$ cat config.mk
export PLATFORM = sky130hd
export DESIGN_NAME = crg_rst_seq
export DESIGN_NICKNAME = d
export VERILOG_FILES = /design/src/rtl/crg_rst_seq.sv
export SDC_FILE = /design/constraint.sdc
export NUM_CORES = 1
export LEC_CHECK = 0
export ABC_AREA = 1
export CORE_MARGIN = 8
export CORE_UTILIZATION = 30
export CTS_CLUSTER_SIZE = 40
export DETAILED_ROUTE_END_ITERATION = 8
export PLACE_DENSITY = 0.56
export SYNTH_ARGS = -nofsm -noshare
export SYNTH_HDL_FRONTEND = slang
export SYNTH_SLANG_ARGS = --single-unit
$ cat constraint.sdc
create_clock -name clk_src -period 3.1 [get_ports clk_src]
set_input_delay 0.93 -clock clk_src [delete_from_list [all_inputs] [get_ports clk_src]]
set_output_delay 0.93 -clock clk_src [all_outputs]
set_load 0.1 [all_outputs]
$ cat src/rtl/crg_rst_seq.sv
// -----------------------------------------------------------------------------
// crg_rst_seq
//
// Reset and clock-enable sequencer for the clock/reset generator. Runs on the
// free-running source clock. Holds the PLL in reset for a fixed time, waits
// for a filtered and synchronised PLL lock, then releases the per-domain
// resets one at a time, STAGE_GAP cycles apart. Once every domain is out of
// reset, the per-domain clock-buffer enables follow their requests.
//
// Lock loss while running: the enables drop at once. The domain resets stay
// released for STAGE_GAP cycles so in-flight logic can drain with its clocks
// stopped. Then all domains and the PLL go back into reset.
// Lock loss while releasing: everything goes straight back into reset, with no
// drain, because no clock enable was ever on.
//
// Ports
//   clk_src        in   1       free-running source clock (sole clock)
//   rst_n_sys      in   1       asynchronous active-low reset
//   pll_locked     in   1       PLL lock, asynchronous to clk_src
//   cen_req        in   NUM_CH  per-domain clock-enable request
//   pll_reset      out  1       active-high PLL reset
//   rst_n_ch       out  NUM_CH  per-domain active-low reset, bit i = domain i
//   cen_ch         out  NUM_CH  per-domain BUFGCE clock enable
//   seq_done       out  1       high only while running
//   lock_loss_cnt  out  8       saturating count of lock losses
//
// All outputs are registered; no input reaches an output combinationally.
// -----------------------------------------------------------------------------
module crg_rst_seq #(
    parameter int NUM_CH         = 4,
    parameter int PLL_RST_CYCLES = 4,
    parameter int LOCK_FILTER    = 16,
    parameter int STAGE_GAP      = 8,
    parameter int CNT_W          = 8
) (
    input  logic              clk_src,
    input  logic              rst_n_sys,
    input  logic              pll_locked,
    input  logic [NUM_CH-1:0] cen_req,
    output logic              pll_reset,
    output logic [NUM_CH-1:0] rst_n_ch,
    output logic [NUM_CH-1:0] cen_ch,
    output logic              seq_done,
    output logic [7:0]        lock_loss_cnt
);

    typedef enum logic [2:0] {
        S_PLL_RST,
        S_WAIT_LOCK,
        S_RELEASE,
        S_RUN,
        S_DRAIN
    } state_t;

    state_t           state;
    logic [CNT_W-1:0] cnt;        // PLL reset timer, lock filter, stage gap, drain timer
    logic             lock_meta;
    logic             lock_s;

    localparam logic [CNT_W-1:0] PLL_RST_LAST = CNT_W'(PLL_RST_CYCLES - 1);
    localparam logic [CNT_W-1:0] FILTER_LAST  = CNT_W'(LOCK_FILTER - 1);
    localparam logic [CNT_W-1:0] GAP_LAST     = CNT_W'(STAGE_GAP - 1);

    // Two-flop synchroniser for the asynchronous lock signal. Resets to
    // "unlocked" so a stale lock can never skip the filter.
    always_ff @(posedge clk_src or negedge rst_n_sys) begin
        if (!rst_n_sys) begin
            lock_meta <= 1'b0;
            lock_s    <= 1'b0;
        end else begin
            // NOTE: non-blocking assignments make lock_s take the previous
            // lock_meta value; blocking ones would collapse the two stages.
            lock_meta <= pll_locked;
            lock_s    <= lock_meta;
        end
    end

    always_ff @(posedge clk_src or negedge rst_n_sys) begin
        if (!rst_n_sys) begin
            state         <= S_PLL_RST;
            cnt           <= '0;
            pll_reset     <= 1'b1;
            rst_n_ch      <= '0;
            cen_ch        <= '0;
            seq_done      <= 1'b0;
            lock_loss_cnt <= '0;
        end else begin
            case (state)
                S_PLL_RST: begin
                    if (cnt == PLL_RST_LAST) begin
                        state     <= S_WAIT_LOCK;
                        pll_reset <= 1'b0;
                        cnt       <= '0;
                    end else begin
                        cnt <= cnt + CNT_W'(1);
                    end
                end

                // cnt is the count of consecutive locked edges. Domain 0 is
                // released on the edge where that count reaches LOCK_FILTER.
                S_WAIT_LOCK: begin
                    if (!lock_s) begin
                        cnt <= '0;
                    end else if (cnt == FILTER_LAST) begin
                        state    <= S_RELEASE;
                        rst_n_ch <= NUM_CH'(1);
                        cnt      <= '0;
                    end else begin
                        cnt <= cnt + CNT_W'(1);
                    end
                end

                // rst_n_ch is a thermometer code: released domains fill up
                // from bit 0. When it is all ones, one more gap leads to RUN.
                S_RELEASE: begin
                    if (!lock_s) begin
                        state         <= S_PLL_RST;
                        rst_n_ch      <= '0;
                        pll_reset     <= 1'b1;
                        cnt           <= '0;
                        lock_loss_cnt <= (lock_loss_cnt == 8'hFF) ? lock_loss_cnt
                                                                  : lock_loss_cnt + 8'd1;
                    end else if (cnt == GAP_LAST) begin
                        cnt <= '0;
                        if (&rst_n_ch) begin
                            state    <= S_RUN;
                            seq_done <= 1'b1;
                        end else begin
                            rst_n_ch <= NUM_CH'({rst_n_ch, 1'b1});
                        end
                    end else begin
                        cnt <= cnt + CNT_W'(1);
                    end
                end

                // A lock loss takes priority over a simultaneous cen_req change.
                S_RUN: begin
                    if (!lock_s) begin
                        state         <= S_DRAIN;
                        cen_ch        <= '0;
                        seq_done      <= 1'b0;
                        cnt           <= '0;
                        lock_loss_cnt <= (lock_loss_cnt == 8'hFF) ? lock_loss_cnt
                                                                  : lock_loss_cnt + 8'd1;
                    end else begin
                        cen_ch <= cen_req;
                    end
                end

                // Lock returning here is deliberately ignored: the PLL is
                // restarted regardless, so the domains come back up cleanly.
                S_DRAIN: begin
                    if (cnt == GAP_LAST) begin
                        state     <= S_PLL_RST;
                        rst_n_ch  <= '0;
                        pll_reset <= 1'b1;
                        cnt       <= '0;
                    end else begin
                        cnt <= cnt + CNT_W'(1);
                    end
                end

                default: begin
                    state     <= S_PLL_RST;
                    rst_n_ch  <= '0;
                    cen_ch    <= '0;
                    seq_done  <= 1'b0;
                    pll_reset <= 1'b1;
                    cnt       <= '0;
                end
            endcase
        end
    end

endmodule

==> results of run 1 <==
## area by class of cell
class | instances | area (um2)
clock buffers | 7 | 76.3
fillers | 628 | 3690
well taps | 75 | 93.8
inverters | 32 | 120
multi-input cells | 174 | 920
clock inverters | 1 | 5.00
repair buffers | 25 | 203
flip-flops and latches | 31 | 777
## cells by family after synthesis
family / after synthesis / synth area share
compound gates: 10 / 0.0370
simple gates: 153 / 0.410
xor+xnor: 9 / 0.0432
buf+inv: 33 / 0.0700
flops: 31 / 0.426
fa+ha+maj: 2 / 0.0137
## state kept, by name, indices dropped and copies added (netlist names)
| signal | count |
|---|---|
| cen_ch | 4 |
| cnt | 8 |
| lock_loss_cnt | 8 |
| lock_meta | 1 |
| lock_s | 1 |
| pll_reset | 1 |
| rst_n_ch | 4 |
| seq_done | 1 |
| state | 3 |
## power breakdown
| group | total [uW] | internal [uW] | switching (uW) |
|---|---|---|---|
| Clock | 302 | 157 | 145 |
| Combinational | 1240 | 305 | 932 |
| Sequential | 594 | 505 | 89.0 |
## how the worst max path moves through the flow
stage | startpoint | to | slack (ns) | cells after the start
2_1_floorplan | lock_loss_cnt[1] | lock_loss_cnt[2] | 0.95 | 7
3_3_place_gp | pll_reset | pll_reset | 1.38 | 1
3_5_place_dp | pll_reset | pll_reset | 1.38 | 1
4_1_cts | pll_reset | pll_reset | 1.06 | 1
5_1_grt | pll_reset | pll_reset | 1.03 | 1
6_report | pll_reset | pll_reset | 1.08 | 1
## per-stage QoR
step                      hold WS, ns  instance area, um2  total power [uW]  std cells  setup WS [ns]
after floorplan                 0.331                1820              1590        238          0.948
final                           0.350                2190              2130        345           1.08
after detailed placement        0.336                2110              1850        337           1.38
after CTS                       0.351                2190              2160        345           1.06
after global placement          0.332                2110              1850        337           1.38
after global routing            0.363                2190              2300        345           1.03
## layout by cell type, fill, tap and decap left out, drive strengths merged, types with 2 or more instances in the layout
master,netlist,routed
buf,1,19
clkbuf,0,7
clkdlybuf4s50,0,6
dfrtp,30,30
ha,2,2
inv,32,32
nand2,92,92
nand3,18,18
nand3b,4,4
nand4,5,5
nor2,29,29
nor3,5,5
o21ai,8,8
xnor2,2,2
xor2,7,7
## routing by layer
metal / routed length, um / up-vias / global-route usage
met5: 0 / - / 0
met4: 44 / 0 / 0.0357
met3: 212 / 2 / 0.0336
met2: 1800 / 23 / 0.153
met1: 1810 / 726 / 0.113
li1: - / 796 / -
==> results.md, run 1 <==
- Run status: completed
- Placer congestion estimate: 0.827
- Critical Path RT: about 2.2 ns
- Post-CTS Resized: 0
- LEAKAGE: between 0.001 and 0.0015 uW
- Post-synth top cells: nand2_1, dfrtp_1, inv_1, nor2_1, nand3_1
- Slew Limit Fails: 0
- Skew-Pair Late Insertion Delay: 0.27 ns
- Syn_nets: between 200 and 250
- Synth top area cells: dfrtp_1, nand2_1, inv_1
- Critical Path AT: ~1.1 ns
- Clk_skew: around 0.0026 ns
- Total CTS buffers: 5
- Worst setup EP type: primary output
- Seq/Total Area, Yosys: 0.426
- Finished Core Util: 0.373
- Antenna-violating nets left: 0
- Overall Global Routing Usage: 0.0950
- Post-synth top area cell: dfrtp_1
- RR Endpoint: rst_n_ch[0]
- R2r setup slk: about 1.5 ns
- Reg clk slew, reported paths: about 0.060 ns
- GRT overflow: 0
- Final setup viols: 0
- Async SR Flop Fraction: 1.00
- Cell Area, Synth: around 1800 um2
- Fmax: around 0.49 GHz
- Period minus WS final: 2.02 ns
- Hold_buf cts: 0
- Die X-Extent: about 94 um
- First DRT Iteration DRCs: 54
- Worst R2R Path Depth: 10
- Row count: 28
- Total power density per cell area: approximately 970 nW/um2
- RSZ-0062 raised after global routing: no
- Ys flop type: dfrtp_1
- DP HPWL: just under 3000 um
- Maximum VDD drop: ~0.38 mV
- Max clock buf depth: 2
- Vias in the first global route: 1474
- YS warnings: 0
- Startpoint class of the critical path: register
- Cells after Synth: 238
- Post-synth EDFFs: 0
- Cell Chain, Critical Path: buf_4
- #FFs+latches synth: 31
- Die ar.: 8830 um2
- DR pass1 iterations: 4
- Share of the synthesized area in the top cell type: 0.412
- CP Class: register to primary output
- HP Start: lock_meta
- Slowest cell on crit path: dfstp_2
- Layout Area Growth over Synthesis: 20.3%
- Bufs and invs on worst path: 1
- First-pass GRT wire length: 6790 um
- Max H-tree Level: 2
- Worst hold path class: register to register
- Clock root cell: clkbuf_8
- Largest net degree at the start of global routing: 32
- Max_slew headroom: 0.728
- Cell class contributing the biggest share of worst-path delay: flip-flops
- Fin nets: roughly 280
- CP max FO: 2
- Clock Sinks: 31
- Hold path endpoint: lock_s
- Core area: 5890 um2
- Hold depth: 0
- Avg Cell Area, Syn: 7.66 um2
- DRC viols: 0
- CTS tree: yes
- Wire length per cell: approximately 11 um
- Post-CTS setup buffers: 0
- CP peak stage delay: around 0.53 ns
- IO Pins: 25
- Vias per cell: 4.48
- # port buffers: 24
- Final wirelength: 3870 um
- Count leader, synth: nand2_1
- Via count: roughly 1500
- Setup TNS: 0 ns
- Distinct cells, synth: 25
- Initial Utilization: 0.310
- Die H: 94.0 um
- Worst Max-Slew Pin Slew: slightly above 0.4 ns
- Reg-to-Reg Start: cnt[0]
- Diodes inserted: 0
- Final hold viol count: 0
- Antenna violations before repair: 0
- Fraction of layout cells with a size suffix above 1: 0.230
- Period utilization: 0.652
- Max Cap Viol: 0
(Power assumes the default switching activity.)
==> run 2: changes to the inputs <==
Clock period 3.1 ns to 1.9 ns, I/O delays scaled along.
==> run 2 against run 1 <==
First-iteration DRC count rose by 57%. Register-to-register slack got worse by 1.2 ns. Flip-flop and latch count did not move. Die area did not move. Count of clock-buffer cells in the layout did not move. Clock power rose by 64%. Highest routed layer unchanged. Clock skew rose by 0.0028 ns. Core utilization rose by 3.9 points. Critical endpoint unchanged. Sequential power rose by 73%. Sequential share of layout area fell by 3.2 points. Final area rose by 10%. Via count fell by 0.13%.
==> results.md, run 2 (synthesis results as in run 1) <==
- Critical Path RT: 1.33 ns
- CP Class: register to primary output
- Clk_skew: between 0.005 and 0.006 ns
- Worst setup EP type: primary output
- Period minus WS final: 1.59 ns
- Skew-Pair Late Insertion Delay: 0.28 ns
- Period utilization: 0.837
- Design area: 2420 um2
- Top Registers: cnt (8), lock_loss_cnt (8)
- Final wirelength: around 3900 um
- Final setup viols: 0
- Slew Limit Fails: 0
- Die X-Extent: about 94 um
- Placer congestion estimate: between 0.8 and 0.9
- Final hold viol count: 0
- Reg clk slew, reported paths: approximately 0.060 ns
- Largest net degree at the start of global routing: 32
- Most frequent cells in the layout: nand2_1, dfrtp_1, inv_1
- First-pass GRT wire length: ~7000 um
- Startpoint class of the critical path: register
- Overall Global Routing Usage: 0.0984
- Wire length per cell: 11.2 um
- Clock Sinks: 31
- Diodes inserted: 0
- Fin nets: between 200 and 300
- Fraction of layout cells with a size suffix above 1: 0.244
- Maximum VDD drop: 0.738 mV
- CP peak stage delay: ~0.56 ns
- Initial Utilization: 0.310
- CTS tree: yes
- Vias in the first global route: approximately 1500
- IO Pins: 25
- DRC viols: 0
- Fmax: between 0.6 and 0.7 GHz
- Tot Pwr: approximately 3800 uW
- RSZ-0062 raised after global routing: no
- Die H: 94.0 um
- Hold_buf cts: 0
- CP max FO: 2
- Run status: completed
- Max Cap Viol: 0
- Critical Path AT: about 1.0 ns
- Row count: 28
- Antenna-violating nets left: 0
- Die ar.: between 8000 and 9000 um2
- Placed instance area: 2340 um2
- Vias per cell: roughly 4.5
- LEAKAGE: roughly 0.0012 uW
- Filler cell count: around 580
- First DRT Iteration DRCs: between 80 and 90
- Cell Chain, Critical Path: buf_12
- Core area: 5890 um2
- GRT overflow: 0
- Slowest cell on crit path: dfstp_2
- Total power density per cell area: approximately 1600 nW/um2
- Bufs and invs on worst path: 1
- # port buffers: 24
- Layout Area Growth over Synthesis: 32.9%
- Most common cell after layout, fill and taps aside: nand2_1
- Cell class contributing the biggest share of worst-path delay: flip-flops
- Post-CTS setup buffers: 0
- Max_slew headroom: 0.730
- Clock root cell: clkbuf_8
- Worst Max-Slew Pin Slew: about 0.40 ns
- Total CTS buffers: 5
- Worst hold path class: register to register
- Post-CTS Resized: 0
- Max clock buf depth: 2
- DP HPWL: 2950 um
- Setup TNS: 0 ns
- DR pass1 iterations: 4
- Antenna violations before repair: 0
- Max H-tree Level: 2
- Via count: 1545
run 2: cell count changes in the layout (fill, tap and decap cells not counted):
cell,previous run,this run
buf_4,19,1
dfrtp_2,0,4
buf_12,0,18
dfrtp_1,30,26
run 2: power breakdown:
part / leakage [uW] / internal, uW / switching, uW
sequential: 0.000407 / 832 / 199
combinational: 0.000755 / 729 / 1510
clock: 0.0000422 / 257 / 238
run 2: routing by layer:
metal  vias up  global-route usage  part of all wire
li1        798                   -                 -
met1       717               0.120              0.46
met2        25               0.152              0.47
met3         5              0.0264             0.053
met4         0              0.0581             0.020
met5         -                   0                 0
run 2: final timing paths:
check                           slack [ns]     endpoint  cells after the start      start
min in group asynchronous             0.68       cnt[0]                      2  rst_n_sys
max in group asynchronous             0.90    pll_reset                      2  rst_n_sys
worst min-delay path                  0.35       lock_s                      0  lock_meta
worst min register to register        0.35       lock_s                      0  lock_meta
worst max register to register        0.34  rst_n_ch[0]                     10     cnt[0]
worst max-delay path                  0.31    pll_reset                      1  pll_reset
run 2: stage by stage:
stage | setup slack, ns | instances | utilization | hold WS, ns
after global placement | 0.358 | 337 | 0.398 | 0.332
after detailed placement | 0.342 | 337 | 0.398 | 0.337
after CTS | 0.293 | 345 | 0.412 | 0.352
final | 0.309 | 345 | 0.412 | 0.350
after global routing | 0.141 | 345 | 0.412 | 0.366
after floorplan | 0.00777 | 238 | - | 0.274
run 2: layout make-up:
class / instances / area (um2) / area share
clock buffers: 7 / 76.3 / 0.0315
clock inverters: 1 / 5.00 / 0.00206
inverters: 32 / 120 / 0.0495
multi-input cells: 174 / 920 / 0.379
flip-flops and latches: 31 / 782 / 0.322
well taps: 75 / 93.8 / 0.0387
repair buffers: 25 / 428 / 0.176
